**config.mk**
```make
export PLATFORM = sky130hd
export DESIGN_NAME = vga_layer_renderer
export DESIGN_NICKNAME = d
export VERILOG_FILES = /design/src/rtl/vga_layer_renderer.sv
export SDC_FILE = /design/constraint.sdc
export NUM_CORES = 1
export LEC_CHECK = 0
export ABC_AREA = 1
export BUFFER_PORTS_ARGS = -buffer_cell sky130_fd_sc_hd__buf_4
export CORE_MARGIN = 2
export CORE_UTILIZATION = 54
export CTS_CLUSTER_DIAMETER = 150
export CTS_CLUSTER_SIZE = 10
export DETAILED_ROUTE_END_ITERATION = 8
export PLACE_DENSITY_LB_ADDON = 0.08
export SLEW_MARGIN = 25
export SYNTH_ARGS = -nofsm -noshare
export SYNTH_HDL_FRONTEND = slang
export SYNTH_SLANG_ARGS = --single-unit
```
**constraint.sdc**
```tcl
create_clock -name clk -period 2 [get_ports clk]
set_input_delay 0.2 -clock clk [delete_from_list [all_inputs] [get_ports clk]]
set_output_delay 0.2 -clock clk [all_outputs]
set_load 0.03 [all_outputs]
```
**src/rtl/vga_layer_renderer.sv**
```systemverilog
// vga_layer_renderer: VGA timing generator plus a layered pixel compositor.
// Draws up to NOBJ enable-able rectangles over a border and a background
// colour, with fixed priority border > obj0 > ... > obj(NOBJ-1) > bg.
// All colour and object inputs are shadowed once per frame, so a frame is
// always drawn from one consistent set of values.
//
// Ports:
//   clk          system clock
//   reset        asynchronous, active-low reset
//   bg_color     background colour
//   border_color border colour
//   obj_x/obj_y  per-object top-left corner, object i in bits [10i+9:10i]
//   obj_color    per-object colour, object i in bits [RGB_W*i +: RGB_W]
//   obj_en       per-object enable
//   hsync/vsync  active-low syncs, delayed to line up with rgb
//   video_on     high while the pixel on rgb lies in the active area
//   frame_start  one-clk pulse when the shadow registers load
//   rgb          pixel colour, zero outside the active area
//
// Pipeline (advances on pixel tick only): S1 counters -> S2 hit flags and
// sync/active flags -> S3 registered outputs. Outputs show the counter value
// of two ticks earlier.
module vga_layer_renderer #(
  parameter int RGB_W    = 9,
  parameter int NOBJ     = 4,
  parameter int OBJ_W    = 10,
  parameter int OBJ_H    = 100,
  parameter int BORDER_W = 10,
  parameter int TICK_DIV = 2,
  parameter int H_ACTIVE = 640,
  parameter int H_FP     = 16,
  parameter int H_SYNC   = 96,
  parameter int H_BP     = 48,
  parameter int V_ACTIVE = 480,
  parameter int V_FP     = 10,
  parameter int V_SYNC   = 2,
  parameter int V_BP     = 33
) (
  input  logic                  clk,
  input  logic                  reset,
  input  logic [RGB_W-1:0]      bg_color,
  input  logic [RGB_W-1:0]      border_color,
  input  logic [NOBJ*10-1:0]    obj_x,
  input  logic [NOBJ*10-1:0]    obj_y,
  input  logic [NOBJ*RGB_W-1:0] obj_color,
  input  logic [NOBJ-1:0]       obj_en,
  output logic                  hsync,
  output logic                  vsync,
  output logic                  video_on,
  output logic                  frame_start,
  output logic [RGB_W-1:0]      rgb
);

  localparam int H_TOTAL = H_ACTIVE + H_FP + H_SYNC + H_BP;
  localparam int V_TOTAL = V_ACTIVE + V_FP + V_SYNC + V_BP;

  // Coordinates are carried at 11 bits so object right/bottom edges never wrap.
  localparam logic [10:0] H_LAST  = 11'(H_TOTAL - 1);
  localparam logic [10:0] V_LAST  = 11'(V_TOTAL - 1);
  localparam logic [10:0] H_ACT   = 11'(H_ACTIVE);
  localparam logic [10:0] V_ACT   = 11'(V_ACTIVE);
  localparam logic [10:0] HS_LO   = 11'(H_ACTIVE + H_FP);
  localparam logic [10:0] HS_HI   = 11'(H_ACTIVE + H_FP + H_SYNC);
  localparam logic [10:0] VS_LO   = 11'(V_ACTIVE + V_FP);
  localparam logic [10:0] VS_HI   = 11'(V_ACTIVE + V_FP + V_SYNC);
  localparam logic [10:0] OBJ_W11 = 11'(OBJ_W);
  localparam logic [10:0] OBJ_H11 = 11'(OBJ_H);

  // ---------------- pixel tick ----------------
  logic tick;

  generate
    if (TICK_DIV <= 1) begin : g_nodiv
      assign tick = 1'b1;
    end else begin : g_div
      localparam int DW = $clog2(TICK_DIV);
      logic [DW-1:0] div;
      assign tick = (div == DW'(TICK_DIV - 1));
      always_ff @(posedge clk or negedge reset) begin
        if (!reset)    div <= '0;
        else if (tick) div <= '0;
        else           div <= div + DW'(1);
      end
    end
  endgenerate

  // ---------------- S1: counters and shadow load ----------------
  logic [10:0] h, v;
  logic        h_last, v_last, load;

  assign h_last = (h == H_LAST);
  assign v_last = (v == V_LAST);
  assign load   = tick && h_last && v_last;

  always_ff @(posedge clk or negedge reset) begin
    if (!reset) begin
      h <= '0;
      v <= '0;
    end else if (tick) begin
      if (h_last) begin
        h <= '0;
        v <= v_last ? 11'd0 : v + 11'd1;
      end else begin
        h <= h + 11'd1;
      end
    end
  end

  logic [RGB_W-1:0]      sh_bg, sh_border;
  logic [NOBJ*10-1:0]    sh_x, sh_y;
  logic [NOBJ*RGB_W-1:0] sh_color;
  logic [NOBJ-1:0]       sh_en;

  always_ff @(posedge clk or negedge reset) begin
    if (!reset) begin
      sh_bg       <= '0;
      sh_border   <= '0;
      sh_x        <= '0;
      sh_y        <= '0;
      sh_color    <= '0;
      sh_en       <= '0;
      frame_start <= 1'b0;
    end else begin
      frame_start <= load;
      if (load) begin
        sh_bg     <= bg_color;
        sh_border <= border_color;
        sh_x      <= obj_x;
        sh_y      <= obj_y;
        sh_color  <= obj_color;
        sh_en     <= obj_en;
      end
    end
  end

  // ---------------- S2: hit detection ----------------
  logic            active_c, hs_c, vs_c, border_c;
  logic [NOBJ-1:0] hit_c;

  assign active_c = (h < H_ACT) && (v < V_ACT);
  assign hs_c     = !((h >= HS_LO) && (h < HS_HI));
  assign vs_c     = !((v >= VS_LO) && (v < VS_HI));

  generate
    if (BORDER_W > 0) begin : g_border
      localparam logic [10:0] BW    = 11'(BORDER_W);
      localparam logic [10:0] BX_HI = 11'(H_ACTIVE - BORDER_W);
      localparam logic [10:0] BY_HI = 11'(V_ACTIVE - BORDER_W);
      assign border_c = (h < BW) || (h >= BX_HI) || (v < BW) || (v >= BY_HI);
    end else begin : g_noborder
      assign border_c = 1'b0;
    end

    for (genvar gi = 0; gi < NOBJ; gi++) begin : g_obj
      logic [10:0] ox, oy;
      assign ox = {1'b0, sh_x[gi*10 +: 10]};
      assign oy = {1'b0, sh_y[gi*10 +: 10]};
      assign hit_c[gi] = sh_en[gi] &&
                         (h >= ox) && (h < ox + OBJ_W11) &&
                         (v >= oy) && (v < oy + OBJ_H11);
    end
  endgenerate

  logic            s2_active, s2_hs, s2_vs, s2_border;
  logic [NOBJ-1:0] s2_hit;

  always_ff @(posedge clk or negedge reset) begin
    if (!reset) begin
      s2_active <= 1'b0;
      s2_hs     <= 1'b1;
      s2_vs     <= 1'b1;
      s2_border <= 1'b0;
      s2_hit    <= '0;
    end else if (tick) begin
      s2_active <= active_c;
      s2_hs     <= hs_c;
      s2_vs     <= vs_c;
      s2_border <= border_c;
      s2_hit    <= hit_c;
    end
  end

  // ---------------- S3: priority mux and output registers ----------------
  logic [RGB_W-1:0] pix;

  // Walk from the lowest-priority object upward so the last match wins;
  // the border overrides every object and blanking overrides everything.
  always_comb begin
    pix = sh_bg;
    for (int i = NOBJ - 1; i >= 0; i--) begin
      if (s2_hit[i]) pix = sh_color[i*RGB_W +: RGB_W];
    end
    if (s2_border) pix = sh_border;
    if (!s2_active) pix = '0;
  end

  always_ff @(posedge clk or negedge reset) begin
    if (!reset) begin
      rgb      <= '0;
      video_on <= 1'b0;
      hsync    <= 1'b1;
      vsync    <= 1'b1;
    end else if (tick) begin
      rgb      <= pix;
      video_on <= s2_active;
      hsync    <= s2_hs;
      vsync    <= s2_vs;
    end
  end

endmodule
```
# Word level (Yosys, flattened, before mapping)
# Cells that the tools add are included.
[totals]
input_bits = 140
regBits = 182
output_inout_bits = 13
[op_classes]
muxes = 9
n_reduce_logical = 27
addsub = 11
eq_ne = 2
order_cmp = 26
[ops]
columns = ["operator", "count"]
rows = [
  ["greater-or-equal comparator 11 x 10 -> 1 bit", 8],
  ["< comparator 11 bit", 8],
  ["two-way mux 9 bit", 6],
  ["adder 10 x 4 -> 11 bit, second input constant", 4],
  ["adder 10 x 7 -> 11 bit, second input constant", 4],
  ["adder 11 x 1 -> 11 bit, second input constant", 2],
  ["== test 11 x 10 -> 1 bit, second input constant", 2],
  ["greater-or-equal comparator 11 x 10 -> 1 bit, second input constant", 2],
  ["greater-or-equal comparator 11 x 9 -> 1 bit, second input constant", 2],
  ["< comparator 11 x 10 -> 1 bit, second input constant", 2],
  ["< comparator 11 x 4 -> 1 bit, second input constant", 2],
  ["< comparator 11 x 9 -> 1 bit, second input constant", 2],
  ["two-way mux 11 bit", 2],
  ["logical AND 1 bit", 21],
  ["logical OR 1 bit", 3],
  ["logical NOT 1 bit", 2],
  ["AND reduction 2 bit", 1],
  ["adder 1 bit, second input constant", 1],
  ["two-way mux 1 bit", 1],
]

# Longest topological paths before layout
[depth]
depth_word = 6
mapped_depth = 16
depth_no_buf = 16

# Least setup slack after synthesis
# Ideal clock, no wire load.
[synth_path]
kind = "flip-flop to flip-flop"
start = "register sh_x[1]"
end = "register s2_hit[0]"
path_stages_with_launch = 16
arrival_ns = 1.992
path_buffers = 0
setup_time_ns = 0.066
setup_slack_ns = -0.057
period_less_slack_ns = 2.057
required_ns = 1.934
path_cell_list = "dfrtp_1 > ha_1 > nor2_1 > nor4_1 > nand3_1 > xor2_1 > ha_1 > nand2_1 > inv_1 > nand2_1 > nand3b_1 > nor2_1 > nand3_1 > nor2_1 > nand3_1 > nand2_1"
[synth_between]
elab_chain_cells = 5
[synth_lines]
columns = ["element", "line", "text"]
rows = [
  ["start, declared", "110", "logic [NOBJ*10-1:0] sh_x, sh_y;"],
  ["start signal, assigned", "128", "sh_x <= obj_x;"],
  ["adder 10 x 4 -> 11 bit or greater-or-equal comparator 11 x 10 -> 1 bit (tied branches)", "159", "(h >= ox) && (h < ox + OBJ_W11) &&"],
  ["< comparator 11 bit or logical AND 1 bit (tied branches)", "159, 158", ""],
  ["logical AND 1 bit * (2 in series)", "159", ""],
  ["logical AND 1 bit *", "160", "(v >= oy) && (v < oy + OBJ_H11);"],
  ["end signal, assigned", "179", "s2_hit <= hit_c;"],
  ["end, declared", "165", "logic [NOBJ-1:0] s2_hit;"],
]
# Every way passes the cells marked *; elsewhere a longest branch is shown, timed or not.
# A chain may end at the register's enable or synchronous reset.

# Worst setup path in the final report
[layout_path]
start = "register sh_x[12]"
end = "register s2_hit[1]"
# Same word-level chain as after synthesis.

==> results.md <==
Yosys:
- Among all flip-flop cells after synthesis, the most frequent one is sky130_fd_sc_hd__dfrtp_1.
- By area the synthesized netlist is led by sky130_fd_sc_hd__dfrtp_1 (34%), sky130_fd_sc_hd__nand2_1 (22%), sky130_fd_sc_hd__ha_1 (16%), sky130_fd_sc_hd__inv_1 (5.5%), sky130_fd_sc_hd__xor2_1 (3.8%).
- The average size of a mapped cell is 7.28 um^2.
- The distinct cell type count after synthesis is 35.
- The sequential element share of the synthesized area is 34.9%.
- Counting flops and latches in the post-synthesis netlist gives 182.
- The net count of the mapped netlist is 2104.
- The number of instances in the synthesized netlist is 1797.
- The number of synthesized flops with an enable pin is 0.
- During synthesis, Yosys emitted a total of 0 warnings.
- The cell area that synthesis handed to floorplanning was 13100 um^2.
- The share of synthesized registers carrying an async set or reset is 100%.
- Of all cell types, the one taking the most synthesized area is sky130_fd_sc_hd__dfrtp_1.
- The top cell type's share of synthesized area is 34.1%.

Drt:
- The first-pass detailed-route iteration total is 8.
- After detailed routing, the average wire length per cell comes to 14.3 um.
- After detailed routing, the number of vias per cell comes to 5.03.
- In the routed design, unresolved DRC markers number 0.
- The routed layout has 12700 vias.
- The initial detailed-routing violation count is 929.
- Once detail routing completed, the nets flagged for antenna violations numbered 0.
- Summed over all layers, the routed wires come to 36.1 mm.

Clock network:
- In this run the clock root is driven by a sky130_fd_sc_hd__clkbuf_16.
- The number of buffers on the longest clock path is 2.
- The number of clock buffers inserted by TritonCTS is 17.
- The TritonCTS clock tree is yes.
- After clock tree synthesis, the clock-pin slew on the worst setup and hold paths is 80 ps.
- The number of clock sinks is 182.
- The H-tree generated during clock tree synthesis spans 4 levels.
- The insertion delay of the later-clocked pin in the worst-skew pair is 460 ps.

Setup path:
- The critical path goes through ha_2 -> nor2_4 -> nor4_4 -> nand3_1 -> xor2_1 -> ha_1 -> nand2_2 -> buf_4 -> nor2_1 -> nand2_1 -> nand4_1 -> nand2_1.
- The critical path ends at s2_hit[1].
- The first element of the critical path is sh_x[12].
- The start-to-end type of the worst setup path is reg -> reg.
- The number of cell instances on the worst register-to-register path is 12.
- The origin of the critical flop-to-flop path is sh_x[12].
- The largest single stage delay on the critical path is 380 ps.
- The arrival time at the worst endpoint is 2490 ps.
- The critical-path maximum fanout is 3.
- For flop-to-flop paths, the worst setup slack is -150 ps.
- The largest individual stage delay along the critical path comes from the cell sky130_fd_sc_hd__dfrtp_1.
- The kind of capture point of the worst setup path is a flip-flop.
- The endpoint identified for the worst register-to-register timing path is s2_hit[1].
- Data on the critical path is required at its endpoint by 2340 ps.
- The library cell appearing most often on the critical path is sky130_fd_sc_hd__nand2_1.
- STA classifies the critical path startpoint as a flip-flop.

Global route:
- The number of antenna violations at the first check in global routing is 1.
- For this run the aggregate overflow at the end of global routing stands at 0.
- The number of global-route vias before repair is 12200.
- The first global-routing pass estimated 59.4 mm of wire.
- Entering global routing, the biggest net connects 66 pins.
- The total global-route track usage is 28.6%.

Hold path:
- The tightest min-delay check is of the in -> reg type.
- The worst hold path was traced through 3 stages.

Timing:
- The worst path in the final design needs a cycle of 2150 ps, including I/O delays and setup.
- The normalized max-slew margin is 56.2%.
- Setup repair after global routing could not meet its margin everywhere.
- The number of pins exceeding their max-slew limit in the final report was 0.
- The slew at the pin closest to its max-slew limit is 657 ps.
- In the post-route analysis, the smallest setup slack over all paths is -147 ps.
- The final-report hold violation count is 0.
- For the final routed database, the setup TNS stands at -509 ps.
- For the final database, setup skew stands at 21.5 ps.
- The final count of negative-setup-slack endpoints is 4.
- The portion of the clock cycle consumed by the worst path in the final layout is 107%.
- Across all hold checks on the routed design, the worst slack comes to 25.2 ps.
- Static timing analysis puts the maximum clock frequency at 466 MHz.

Placed design:
- The count of input and output buffers is 152.
- The placer congestion estimate is 0.897.
- The total half-perimeter wirelength after legalization and detailed placement is 25.1 mm.
- The worst setup slack before clock tree synthesis is -292 ps.
- The post-detailed-placement cell area is 15300 um^2.

Die:
- The die is 160 um wide.
- The core area is 23600 um^2.
- The height of the die is 160 um.
- The number of placement rows is 56.
- The die footprint is 25500 um^2.
- For this design the top-level I/O count stands at 153.
- Once the floorplan was initialized, standard cells occupied 55.4% of the core.

Cells and area:
- In the layout the commonest cells are sky130_fd_sc_hd__nand2_1 (748), sky130_fd_sc_hd__buf_4 (267), sky130_fd_sc_hd__inv_1 (190).
- The fraction of layout cells with a size suffix above 1 is 17.1%.
- The summed area of non-filler cells in the final layout is 17600 um^2.
- The synthesis-to-layout area growth is 34.8%.
- The filler cells instantiated in the layout total 1847.
- Leaving out fill and tap cells, the most frequent cell in the layout is sky130_fd_sc_hd__nand2_1.
- Once layout is complete, the utilization of the core stands at 74.7%.
- The final layout contains 2495 nets.

Power:
- The switching share of power is 25.7%.
- The share of total power dissipated in sequential elements is 47.5%.
- The worst-case IR drop observed on VDD is 0.000518 V.
- For this design the total switching power over the nets is 1.99 mW.
- The share of power burned in combinational logic is 6.8%.
- Of the total power, the clock network draws 45.8%.
- The leakage dissipation is 9.87 nW.
- Dividing total power by cell area gives a power density of 439 nW/um^2.
- The total internal power is 5.76 mW.

Run:
- The max-capacitance violation count is 0.

Outcome:
- The checks that failed: negative setup slack.
- The flow ran to the end, but the final reports show violations.
-- per-stage QoR --
| stage | total power, mW | cells |
|---|---|---|
| floorplan | 3.75 | 1797 |
| global route | 7.96 | 2521 |
| CTS | 7.80 | 2515 |
| global placement | 4.05 | 2341 |
| detailed placement | 4.05 | 2341 |
| finish | 7.75 | 2521 |
-- cells in the mapped netlist, types with 4 or more instances --
cell and instances:
sky130_fd_sc_hd__a21o_1 6, sky130_fd_sc_hd__a21oi_1 65, sky130_fd_sc_hd__buf_2 7, sky130_fd_sc_hd__buf_6 22
sky130_fd_sc_hd__clkbuf_1 14, sky130_fd_sc_hd__dfrtp_1 178, sky130_fd_sc_hd__dfstp_2 4, sky130_fd_sc_hd__ha_1 167
sky130_fd_sc_hd__inv_1 191, sky130_fd_sc_hd__inv_2 4, sky130_fd_sc_hd__nand2_1 752, sky130_fd_sc_hd__nand3_1 65
sky130_fd_sc_hd__nand3b_1 10, sky130_fd_sc_hd__nand4_1 27, sky130_fd_sc_hd__nor2_1 122, sky130_fd_sc_hd__nor3_1 15
sky130_fd_sc_hd__nor3b_1 4, sky130_fd_sc_hd__nor4_1 5, sky130_fd_sc_hd__o21ai_0 47, sky130_fd_sc_hd__o21bai_1 10
sky130_fd_sc_hd__xnor2_1 5, sky130_fd_sc_hd__xor2_1 57
-- cell type report --
class	instances	area [um^2]	area share (%)
inverters	197	739	4.19
diodes	1	2.50	0.0142
clock inverters	15	193	1.09
clock buffers	17	425	2.41
multi-input cells	1371	7670	43.5
well taps	319	399	2.26
flip-flops and latches	182	4560	25.9
repair buffers	419	3640	20.6
-- logic make-up (layout without fill, tap and decap cells) --
kind of cell | Yosys count | in the layout | share of synthesized area (%)
DFF | 182 | 182 | 34.9
other | 0 | 1 | 0
xor gates and xnor gates | 62 | 62 | 4.15
and+or+nand+nor | 1009 | 1009 | 31.1
AOI/OAI and AO/OA | 133 | 133 | 5.49
buffers and inverters | 244 | 648 | 8.39
adders and majority gates | 167 | 167 | 16.0
-- critical path, delay by kind of cell, from the launching register on --
| kind | cells | cell delay, ps |
|---|---|---|
| xor gates and xnor gates | 1 | 170 |
| adders and majority gates | 2 | 550 |
| buffers and inverters | 1 | 140 |
| DFF | 1 | 380 |
| and+or+nand+nor | 8 | 800 |
-- metal layers --
| layer | global-route usage (%) | up-vias | part of all wire, % |
|---|---|---|---|
| met1 | 38.2 | 5838 | 45 |
| met3 | 3.93 | 60 | 4.9 |
| met4 | 7.60 | 0 | 2.0 |
| met5 | 0 | - | 0 |
| met2 | 48.8 | 344 | 48 |
| li1 | - | 6439 | - |
-- power groups by stage --
stage	logic (mW)	clock network, mW	registers, mW
after global routing	0.569	3.72	3.68
after floorplan	0.00000372	0	3.75
after global placement	0.301	0	3.75
final	0.523	3.55	3.68
after detailed placement	0.303	0	3.75
after CTS	0.517	3.60	3.68
-- flip-flops by register name, indices dropped and copies added (netlist names) --
signal	count
s2_hit	4
g_div.div	1
s2_border	1
v	11
sh_x	40
rgb	9
frame_start	1
s2_hs	1
vsync	1
sh_bg	9
sh_y	40
hsync	1
s2_active	1
sh_en	4
sh_color	36
s2_vs	1
sh_border	9
video_on	1
h	11
-- how the worst min path moves through the flow --
stage	startpoint	to
detailed placement	reset	sh_x[15]
floorplan	reset	frame_start
CTS	obj_x[28]	sh_x[28]
global route	obj_x[28]	sh_x[28]
global placement	reset	sh_x[14]
finish	obj_x[28]	sh_x[28]
-- timing repair --
item                                    CTS  global route
hold buffers                            138             0
endpoints found under the hold margin   242             0
gates resized for setup                  28            31
endpoints found under the setup margin    4             9
pin swaps                                12            22
buffers inserted                          4             6
Power figures use the tool's default switching activity.
